$ cat src/rtl/inv_mixcolumn_serial.sv
// Inverse column mixing over GF(2^4) for the nibble cipher, one state row per cycle.
// The mixing matrix is involutory, so the forward coefficients are reused unchanged.
module inv_mixcolumn_serial #(
    parameter logic [3:0] POLY = 4'h3
) (
    input  logic                   clock,
    input  logic                   rst,
    input  logic                   in_valid,
    output logic                   in_ready,
    input  logic [0:3][0:3][3:0]   st_in,
    output logic                   out_valid,
    input  logic                   out_ready,
    output logic [0:3][0:3][3:0]   inv_state,
    output logic                   inv_done,
    output logic                   busy
);

    typedef enum logic [1:0] {StIdle, StCompute, StDone} state_e;

    // Row-major: [0][0] is the most significant nibble.
    localparam logic [0:3][0:3][3:0] MIX = 64'hD941_9D14_41D9_149D;

    state_e                 state_q, state_d;
    logic [1:0]             row_q, row_d;
    logic [0:3][0:3][3:0]   s_q, s_d;
    logic [0:3][0:3][3:0]   inv_q, inv_d;
    logic                   done_q, done_d;

    logic [0:3][3:0]        row_in;
    logic [0:3][3:0]        row_out;

    function automatic logic [3:0] gf_mul(input logic [3:0] a, input logic [3:0] b);
        logic [3:0] acc;
        logic [3:0] sh;
        acc = 4'h0;
        sh  = a;
        for (int i = 0; i < 4; i++) begin
            if (b[i]) acc = acc ^ sh;
            sh = sh[3] ? ({sh[2:0], 1'b0} ^ POLY) : {sh[2:0], 1'b0};
        end
        return acc;
    endfunction

    // Only the selected row feeds the four multiplier columns.
    assign row_in = s_q[row_q];

    always_comb begin
        row_out = '0;
        for (int k = 0; k < 4; k++) begin
            for (int l = 0; l < 4; l++) begin
                row_out[k] = row_out[k] ^ gf_mul(MIX[l][k], row_in[l]);
            end
        end
    end

    always_comb begin
        state_d = state_q;
        row_d   = row_q;
        s_d     = s_q;
        inv_d   = inv_q;
        done_d  = 1'b0;
        unique case (state_q)
            StIdle: begin
                if (in_valid) begin
                    s_d     = st_in;
                    row_d   = 2'd0;
                    state_d = StCompute;
                end
            end
            StCompute: begin
                inv_d[row_q] = row_out;
                row_d        = row_q + 2'd1;
                if (row_q == 2'd3) state_d = StDone;
            end
            StDone: begin
                if (out_ready) begin
                    state_d = StIdle;
                    done_d  = 1'b1;
                end
            end
            default: state_d = StIdle;
        endcase
    end

    always_ff @(posedge clock) begin
        if (!rst) begin
            state_q <= StIdle;
            row_q   <= 2'd0;
            s_q     <= '0;
            inv_q   <= '0;
            done_q  <= 1'b0;
        end else begin
            state_q <= state_d;
            row_q   <= row_d;
            s_q     <= s_d;
            inv_q   <= inv_d;
            done_q  <= done_d;
        end
    end

    assign in_ready  = (state_q == StIdle);
    assign out_valid = (state_q == StDone);
    assign busy      = (state_q != StIdle);
    assign inv_done  = done_q;
    assign inv_state = inv_q;

endmodule

$ cat config.mk
export PLATFORM = sky130hd
export DESIGN_NAME = inv_mixcolumn_serial
export DESIGN_NICKNAME = d
export VERILOG_FILES = /design/src/rtl/inv_mixcolumn_serial.sv
export SDC_FILE = /design/constraint.sdc
export NUM_CORES = 1
export LEC_CHECK = 0
export ABC_AREA = 0
export ABC_CLOCK_PERIOD_IN_PS = 4700
export CAP_MARGIN = 20
export CORE_UTILIZATION = 55
export CTS_BUF_LIST = sky130_fd_sc_hd__clkbuf_4 sky130_fd_sc_hd__clkbuf_8
export CTS_CLUSTER_SIZE = 8
export DETAILED_ROUTE_END_ITERATION = 6
export DONT_BUFFER_PORTS = 1
export PLACE_DENSITY = 0.82
export SLEW_MARGIN = 20
export SYNTH_ARGS = -nofsm -noshare
export SYNTH_HDL_FRONTEND = slang
export SYNTH_SLANG_ARGS = --single-unit
export TNS_END_PERCENT = 30
$ cat constraint.sdc
create_clock -name clock -period 4.7 [get_ports clock]
set_clock_uncertainty 0.2 [all_clocks]
set_input_delay 0.705 -clock clock [delete_from_list [all_inputs] [get_ports clock]]
set_output_delay 0.705 -clock clock [all_outputs]
set_load 0.01 [all_outputs]
Yosys cells after proc, flatten, opt, wreduce, memory -nomap -nowiden
Index checks and enable logic that the tools add are counted.
{ "word_totals": {"word_cells": 190, "regBits": 133, "out_inout_bits": 68, "input_bits": 68} }
{ "classes": {"n_eq_ne": 6, "muxes": 77, "add_sub_neg": 1, "bitwise": 61, "n_reduce_logical": 8, "magnitude_cmp": 2} }
{ "op_table": {"columns": ["op", "count"], "rows": [
  ["$mux 4", 20],
  ["$bwmux 64", 1],
  ["$mux 16", 3],
  ["$mux 3", 16],
  ["$xor 4x4->4", 12],
  ["$mux 2", 20],
  ["$bmux 16 s2", 1],
  ["$demux 16 s2", 1],
  ["$not 2->2", 12],
  ["$not 1->1", 20],
  ["$not 1->1 const A", 16],
  ["$mux 1", 13],
  ["$pmux 2 s3", 1],
  ["$reduce_and 2->1", 3],
  ["$eq 2x2->1 const B", 2],
  ["$ne 2x2->1 const B", 2],
  ["$pmux 2 s2", 1],
  ["$reduce_bool 2->1", 2],
  ["$ge 3x3->1 const B", 1],
  ["$lt 3x1->1 const B", 1],
  ["$not 2->3", 1],
  ["$reduce_and 3->1", 1],
  ["$add 2x1->2 const B", 1],
  ["$eq 2x1->1 const B", 1],
  ["other kinds (3)", 3]
]} }

Depth between registers and ports, before layout
Gate-level depths: netlist of the first run.
{ "logic_depth": {"ltp_word": 14, "depth_mapped": 8} }

Least setup slack after synthesis of the first run
No wires, ideal clock.
{ "synth_timing": {"kind": "register to register", "start": "register row_q[0]", "end": "register inv_q, in the netlist inv_state[37]", "path_stages_with_launch": 7, "n_path_buf": 2, "setup_slack_ps": 2397, "arrival_ps": 1973, "t_required_ps": 4370, "setup_time_ps": 130, "cell_sequence": "dfxtp_1 > buf_6 > buf_12 > mux4_2 > xnor3_1 > xor2_1 > o21ai_0"} }
{ "synth_between": {"elab_chain_len": 11} }
{ "synth_rtl": {"columns": ["element", "line_no", "rtl"], "rows": [
  ["start: declaration", "24", "logic [1:0] row_q, row_d;"],
  ["start signal: assignment", "94", "row_q <= row_d;"],
  ["$not 2->3 (implied by the code) (*)", "45, 71", null],
  ["$bmux 16 s2", "45", "assign row_in = s_q[row_q];"],
  ["$mux 16 (implied by the code) (2 in a row)", "45", null],
  ["$mux 2", "38", "if (b[i]) acc = acc ^ sh;"],
  ["$mux 3 / $not 2->2 (equally long branches)", null, null],
  ["$mux 4 / $mux 3 (equally long branches)", "38", null],
  ["$xor 4x4->4 (3 in a row)", "51", "row_out[k] = row_out[k] ^ gf_mul(MIX[l][k], row_in[l]);"],
  ["$bwmux 64 (*)", "71", "inv_d[row_q] = row_out;"],
  ["end signal: assignment", "96", "inv_q <= inv_d;"],
  ["end: declaration", "26", "logic [0:3][0:3][3:0] inv_q, inv_d;"]
]} }
Every way passes the cells marked *; elsewhere a longest branch is shown, timed or not. The select of a mux whose other input is x is not followed.
A chain may end at the register's enable or synchronous reset.

Worst setup path in the final report of the first run
{ "layout_timing": {"start": "register row_q[0]", "end": "register inv_q, in the netlist inv_state[17]"} }
Same word-level chain as after synthesis.

==> results of run 1 <==
## cell type report
| cell class | count | area share [%] |
|---|---|---|
| clock buffers | 18 | 3.99 |
| clock inverters | 14 | 2.48 |
| well taps | 133 | 2.75 |
| repair buffers | 4 | 0.497 |
| flip-flops and latches | 133 | 44.0 |
| multi-input cells | 401 | 45.9 |
| inverters | 5 | 0.310 |
## worst max-delay path, cell delays in order (launching register included)
cell and delay [ns]:
dfxtp_1 0.52, buf_4 0.34, mux4_1 0.67, xor2_1 0.30, xor3_1 0.53, o21ai_0 0.18
## state kept, by name, indices dropped and copies added, names as in the netlist
signal / cells
inv_state: 64
s_q: 64
row_q: 2
state_q: 2
inv_done: 1
## metrics by stage
step	power (mW)	cell area, µm²	utilization, %	worst slack [ns]
final	2.55	6050	61.6	1.87
after global routing	2.66	6050	61.6	1.61
after CTS	2.56	6040	61.5	1.85
after detailed placement	1.63	5650	57.5	1.86
after global placement	1.62	5650	57.5	1.91
after floorplan	1.54	5600	-	2.40
## cells in the mapped netlist, types with 2 or more instances
| cell | n | area, µm² |
|---|---|---|
| a21boi_0 | 65 | 488 |
| o21ai_0 | 36 | 180 |
| dfxtp_1 | 133 | 2660 |
| inv_1 | 5 | 18.8 |
| nor2b_1 | 4 | 25.0 |
| ha_1 | 4 | 50.1 |
| xor3_1 | 6 | 143 |
| xnor2_2 | 2 | 32.5 |
| xnor2_1 | 7 | 61.3 |
| buf_2 | 2 | 10.0 |
| xnor2_4 | 3 | 82.6 |
| clkbuf_1 | 29 | 109 |
| o21ai_1 | 28 | 140 |
| a22oi_1 | 2 | 15.0 |
| mux4_2 | 15 | 338 |
| nand3_1 | 4 | 20.0 |
| xor2_1 | 5 | 43.8 |
| nand2_1 | 195 | 732 |
| a21boi_1 | 4 | 30.0 |
| xnor3_1 | 14 | 315 |
## power by group through the flow
stage / combinational (mW) / clock, mW / sequential [mW]
after CTS: 0.371 / 0.960 / 1.23
after global placement: 0.359 / 0 / 1.26
final: 0.374 / 0.944 / 1.23
after detailed placement: 0.367 / 0 / 1.26
after global routing: 0.400 / 1.02 / 1.24
after floorplan: 0.297 / 0 / 1.24
## cell families (layout without fill, tap and decap cells)
| group | Yosys count | after routing | synth area share [%] |
|---|---|---|---|
| AOI/OAI and AO/OA | 136 | 136 | 15.4 |
| xor gates and xnor gates | 37 | 37 | 12.1 |
| DFF | 133 | 133 | 47.6 |
| adders and majority gates | 4 | 4 | 0.894 |
| muxes | 17 | 17 | 6.68 |
| buffers and inverters | 39 | 41 | 3.08 |
| and+or+nand+nor | 207 | 207 | 14.3 |
## routing by layer
metal / vias to the layer above / share of wire [%] / track usage (%)
met5: - / 0 / 0
met4: 0 / 2.4 / 10.2
met3: 27 / 8.6 / 9.15
met2: 172 / 48 / 41.9
met1: 1902 / 41 / 31.1
li1: 1904 / - / -
## worst paths after layout
check             startpoint             to  slack (ns)  cells past startpoint
setup / recovery    row_q[0]  inv_state[17]        1.87                      5
hold / removal     st_in[36]        s_q[36]        0.21                      2
setup reg to reg    row_q[0]  inv_state[17]        1.87                      5
hold reg to reg      s_q[57]        s_q[57]        0.26                      2
==> results by group, run 1 <==
Run status
  – Outcome: complete, no violations

Power and ir drop
  – Psw: 0.719 mW
  – Cell leakage power: between 2 and 2.5 nW
  – Combinational power share: 14.6%
  – Share of power burned in the clock network: 37.0%
  – Fraction of power consumed by sequential logic: 48.3%
  – Internal power contribution: 1.83 mW
  – Switching power as a share of total power: approximately 28%
  – Maximum resistive drop on vdd: 0.000222 V
  – Power density over the cells: 422 nW/µm²

Layout
  – Final #Nets: 634
  – Fraction of final layout cells sized beyond drive strength 1: 10.3%
  – Sequential cell area: between 2000 and 3000 µm²
  – Antenna diode count: 0
  – Multi-input logic area: 2780 µm²
  – Highest-count cells in the layout ignoring fill and taps: nand2_1, dfxtp_1, a21boi_0
  – Filler instances: about 830
  – Number of standard cells in the final layout excluding fillers: 708
  – Area growth, synth to finish: 7.98%
  – Most common cell after layout, fill and taps aside: nand2_1

Clock network
  – CTS Hold Bufs: 0
  – Insertion delay to the later sink of the worst-skew pair: 0.44 ns
  – Max Root-Sink Buffers: 2
  – Clock buffers created by TritonCTS: 17
  – Number of sinks handled by clock tree synthesis: 133
  – H-tree depth: 4
  – Root buffer cell: clkbuf_8
  – # resized after CTS: 0
  – Register clock-pin slew on the reported worst setup and hold paths: 0.08 ns
  – CTS tree: yes
  – Setup repair bufs after CTS: 0

Place
  – Sum of net half-perimeters after detailed placement: 9180 µm
  – Final Wtd Congestion: 0.843
  – Port Buf Inserts: 0
  – Placed cell count: 676

STA
  – Pin slew with the least headroom to its limit: 0.996 ns
  – Max Fclk: 353 MHz
  – Crit share post-route: 60.3%
  – RSZ-0062 raised after global routing: false
  – Setup violators final: 0
  – Worst hold slack after final layout: around 0.21 ns
  – Headroom to the max-slew limit: 33.6%
  – Number of hold violations in the final report: 0
  – Max-slew violation count: 0
  – Post-route minimum period: 2.83 ns
  – Setup TNS: 0 ns

Route
  – DR pass1 iterations: 4
  – Wire length after detailed routing: 12800 µm
  – Total vias in the final route: 4005
  – DRT iter0 DRCs: 236
  – Antenna violation net count after detailed routing: 0
  – Number of design rule violations left after detail routing: 0
  – Detail-routed net length per standard cell: 18.1 µm
  – Average vias per placed instance: 5.66

Worst setup path
  – Type of element launching the critical path: flip-flop
  – Element type at the critical path end: flip-flop
  – Req. time, crit path: between 4 and 5 ns
  – Critical-path maximum fanout: 14
  – Category of the critical setup timing path: reg -> reg
  – Arrival time of data at the critical path endpoint: approximately 3.0 ns

Logic synthesis
  – Syn nets: between 600 and 700
  – Area of the mapped netlist: 5600 µm²
  – Sequential area share after synthesis: 47.6%
  – Number of distinct standard cells referenced by the synthesized netlist: 30
  – Post-synthesis async set-or-reset flop share: 0%
  – Seq cells post-synth: 133
  – Count of warnings emitted by yosys: 0
  – Instance count of the mapped netlist: approximately 570
  – Synth Area per Inst: 9.77 µm²
  – Top flip-flop cell by instance count after synthesis: dfxtp_1
  – EDFF count, synth: 0

Floorplanning
  – Placement Rows: 36
  – Overall die width: 103 µm
  – DIE HEIGHT: about 100 µm
  – Core Region: 9820 µm²
  – Starting Density: 57.0%
  – Top Ports: 136
  – Area of the die: 10600 µm²

GRT
  – Largest net degree at the start of global routing: 78
  – Global-route wire length before repair: 19800 µm
  – Antenna violations before repair: 0
  – GRT Util Overall: 25.7%
  – Total congestion overflow: 0
  – Vias in the first global route: 3880

Flow run
  – Reported max-cap violation count: 0

Hold path
  – Type of the tightest min-delay check: in -> reg
Power figures use the tool's default switching activity.
==> run 2: changes to the inputs <==
--- a/config.mk
+++ b/config.mk
@@ -6,7 +6,7 @@
 export NUM_CORES = 1
 export LEC_CHECK = 0
 export ABC_AREA = 0
-export ABC_CLOCK_PERIOD_IN_PS = 4700
+export ABC_CLOCK_PERIOD_IN_PS = 2620
 export CAP_MARGIN = 20
 export CORE_UTILIZATION = 55
 export CTS_BUF_LIST = sky130_fd_sc_hd__clkbuf_4 sky130_fd_sc_hd__clkbuf_8
==> constraint.sdc (replaced) <==
create_clock -name clock -period 2.62 [get_ports clock]
set_clock_uncertainty 0.2 [all_clocks]
set_input_delay 0.393 -clock clock [delete_from_list [all_inputs] [get_ports clock]]
set_output_delay 0.393 -clock clock [all_outputs]
set_load 0.01 [all_outputs]
==> run 2 against run 1 <==
Compared with the run above:
- sequential share of layout area down 6.3 points
- flip-flop and latch count unchanged
- global-route usage up 4.9 points
- total power up 87%
- fmax up 8.4%
- via count up 13%
- die area unchanged
- worst hold slack worse by 0.18 ns
- critical endpoint is now s_q[58]
- largest cell class unchanged
- largest power group unchanged
- highest routed layer unchanged
==> results by group, run 2 (synthesis gave the netlist of run 1 again) <==
Run status
  – Outcome: complete, no violations

Floorplanning
  – Placement Rows: 36
  – Starting Density: 57.0%
  – Overall die width: about 100 µm
  – Area of the die: 10600 µm²
  – Top Ports: 136
  – DIE HEIGHT: between 100 and 150 µm
  – Core Region: 9820 µm²

STA
  – RSZ-0062 raised after global routing: true
  – Post-route minimum period: 2.62 ns
  – Setup TNS: 0 ns
  – Number of hold violations in the final report: 0
  – Max Fclk: 382 MHz
  – Max-slew violation count: 0
  – Post-route setup slack: 0.00475 ns
  – Headroom to the max-slew limit: 50.4%
  – Worst hold slack after final layout: about 0.027 ns
  – Crit share post-route: 99.8%
  – Setup violators final: 0
  – Pin slew with the least headroom to its limit: 0.739 ns

Worst setup path
  – Count of cell instances traversed by the critical path: 6
  – Arrival time of data at the critical path endpoint: 2.74 ns
  – Critical-path maximum fanout: 33
  – Critical Path Source: state_q[1]
  – Type of element launching the critical path: flip-flop
  – Req. time, crit path: 2.74 ns
  – Element type at the critical path end: flip-flop
  – Largest delay share family, worst path: simple AND/OR/NAND/NOR gates
  – Category of the critical setup timing path: reg -> reg
  – Cell chain of the critical path: nor2_1, nand2_2, buf_12, nand2_1, a21boi_0, dlygate4sd3_1
  – FF-to-FF Start: state_q[1]
  – Count of buffer and inverter cells on the critical path: 2
  – Largest incremental delay on the critical path: 0.58 ns
  – Max stage delay cell, worst path: dlygate4sd3_1
  – Depth of the most critical reg-to-reg path: 6

Layout
  – Final non-filler cell area: 7060 µm²
  – Area growth, synth to finish: 26.1%
  – Highest-count cells in the layout ignoring fill and taps: nand2_1, dfxtp_1, dlygate4sd3_1
  – Sequential cell area: 2660 µm²
  – Final #Nets: 735
  – Multi-input logic area: 2770 µm²
  – Antenna diode count: 0
  – Most common cell after layout, fill and taps aside: nand2_1
  – Filler instances: just under 700
  – Fraction of final layout cells sized beyond drive strength 1: about a tenth

Hold path
  – WHS Path Cells: 3
  – Type of the tightest min-delay check: in -> reg
  – Worst Hold Launch: in_valid

Clock network
  – Max Root-Sink Buffers: 2
  – Number of sinks handled by clock tree synthesis: 133
  – Clock buffers created by TritonCTS: 17
  – Root buffer cell: clkbuf_8
  – H-tree depth: 4
  – Register clock-pin slew on the reported worst setup and hold paths: 0.08 ns
  – Insertion delay to the later sink of the worst-skew pair: 0.45 ns
  – CTS tree: yes

Route
  – Average vias per placed instance: between 5 and 6
  – DR pass1 iterations: 5
  – Detail-routed net length per standard cell: 19.1 µm
  – Antenna violation net count after detailed routing: 0
  – Number of design rule violations left after detail routing: 0
  – Total vias in the final route: 4531
  – Wire length after detailed routing: 15400 µm
  – DRT iter0 DRCs: 270

Place
  – Final Wtd Congestion: 0.864
  – Setup slack at placement: 0.0259 ns
  – Sum of net half-perimeters after detailed placement: 9340 µm
  – Port Buf Inserts: 0
  – Area of placed instances: ~5800 µm²

Power and ir drop
  – Post-route total power: 4.77 mW
  – Power density over the cells: 675 nW/µm²
  – Maximum resistive drop on vdd: ~0.00045 V
  – Cell leakage power: around 2.8 nW

GRT
  – Antenna violations before repair: 0
  – GRT Util Overall: 30.5%
  – Total congestion overflow: 0
  – Global-route wire length before repair: 23400 µm
  – Vias in the first global route: 4602
  – Largest net degree at the start of global routing: 65

Flow run
  – Reported max-cap violation count: 0
-- run 2: cell count changes in the layout (fill, tap and decap cells not counted), sizes merged --
cell	before	now
buf	4	16
dlygate4sd3	0	89
clkinv	5	6
clkinvlp	3	2
-- run 2: layer usage --
metal | vias to the layer above | routed length [µm] | track usage (%)
li1 | 2098 | - | -
met5 | - | 0 | 0
met2 | 237 | 7680 | 52.5
met4 | 0 | 505 | 15.8
met3 | 50 | 1240 | 7.66
met1 | 2146 | 6010 | 35.4
-- run 2: where the power goes --
part	total (mW)	leakage [nW]	switching (mW)	internal [mW]
Clock	1.72	0.198	0.855	0.865
Sequential	2.21	1.08	0.0888	2.12
Combinational	0.836	1.48	0.430	0.406
Total	4.77	2.76	1.37	3.39
-- run 2: timing repair --
item	in CTS	in global routing
setup buffers	0	0
endpoints found under the setup margin	1	21
hold endpoints to repair	69	0
gates resized for setup	1	1
hold buffers	90	0
-- run 2: path summary, 6_finish.rpt --
kind	end	slack (ns)
setup / recovery	s_q[58]	0.005
hold / removal	row_q[0]	0.03
setup reg to reg	s_q[58]	0.005
hold reg to reg	s_q[16]	0.26
-- run 2: cell type report --
| class | count | area share [%] |
|---|---|---|
| inverters | 5 | 0.266 |
| flip-flops and latches | 133 | 37.7 |
| repair buffers | 105 | 14.9 |
| multi-input cells | 401 | 39.2 |
| well taps | 133 | 2.36 |
| clock inverters | 14 | 2.14 |
| clock buffers | 18 | 3.42 |
-- run 2: worst min-delay path: cells and delay by family --
kind | cells | cell delay (ns)
AOI/OAI and AO/OA | 2 | 0.16
and+or+nand+nor | 1 | 0.07
-- run 2: metrics by stage --
| stage | utilization (%) | instances |
|---|---|---|
| after global routing | 71.9 | 809 |
| after floorplan | - | 573 |
| after global placement | 58.6 | 687 |
| after CTS | 71.9 | 809 |
| final | 71.9 | 809 |
| after detailed placement | 58.6 | 687 |
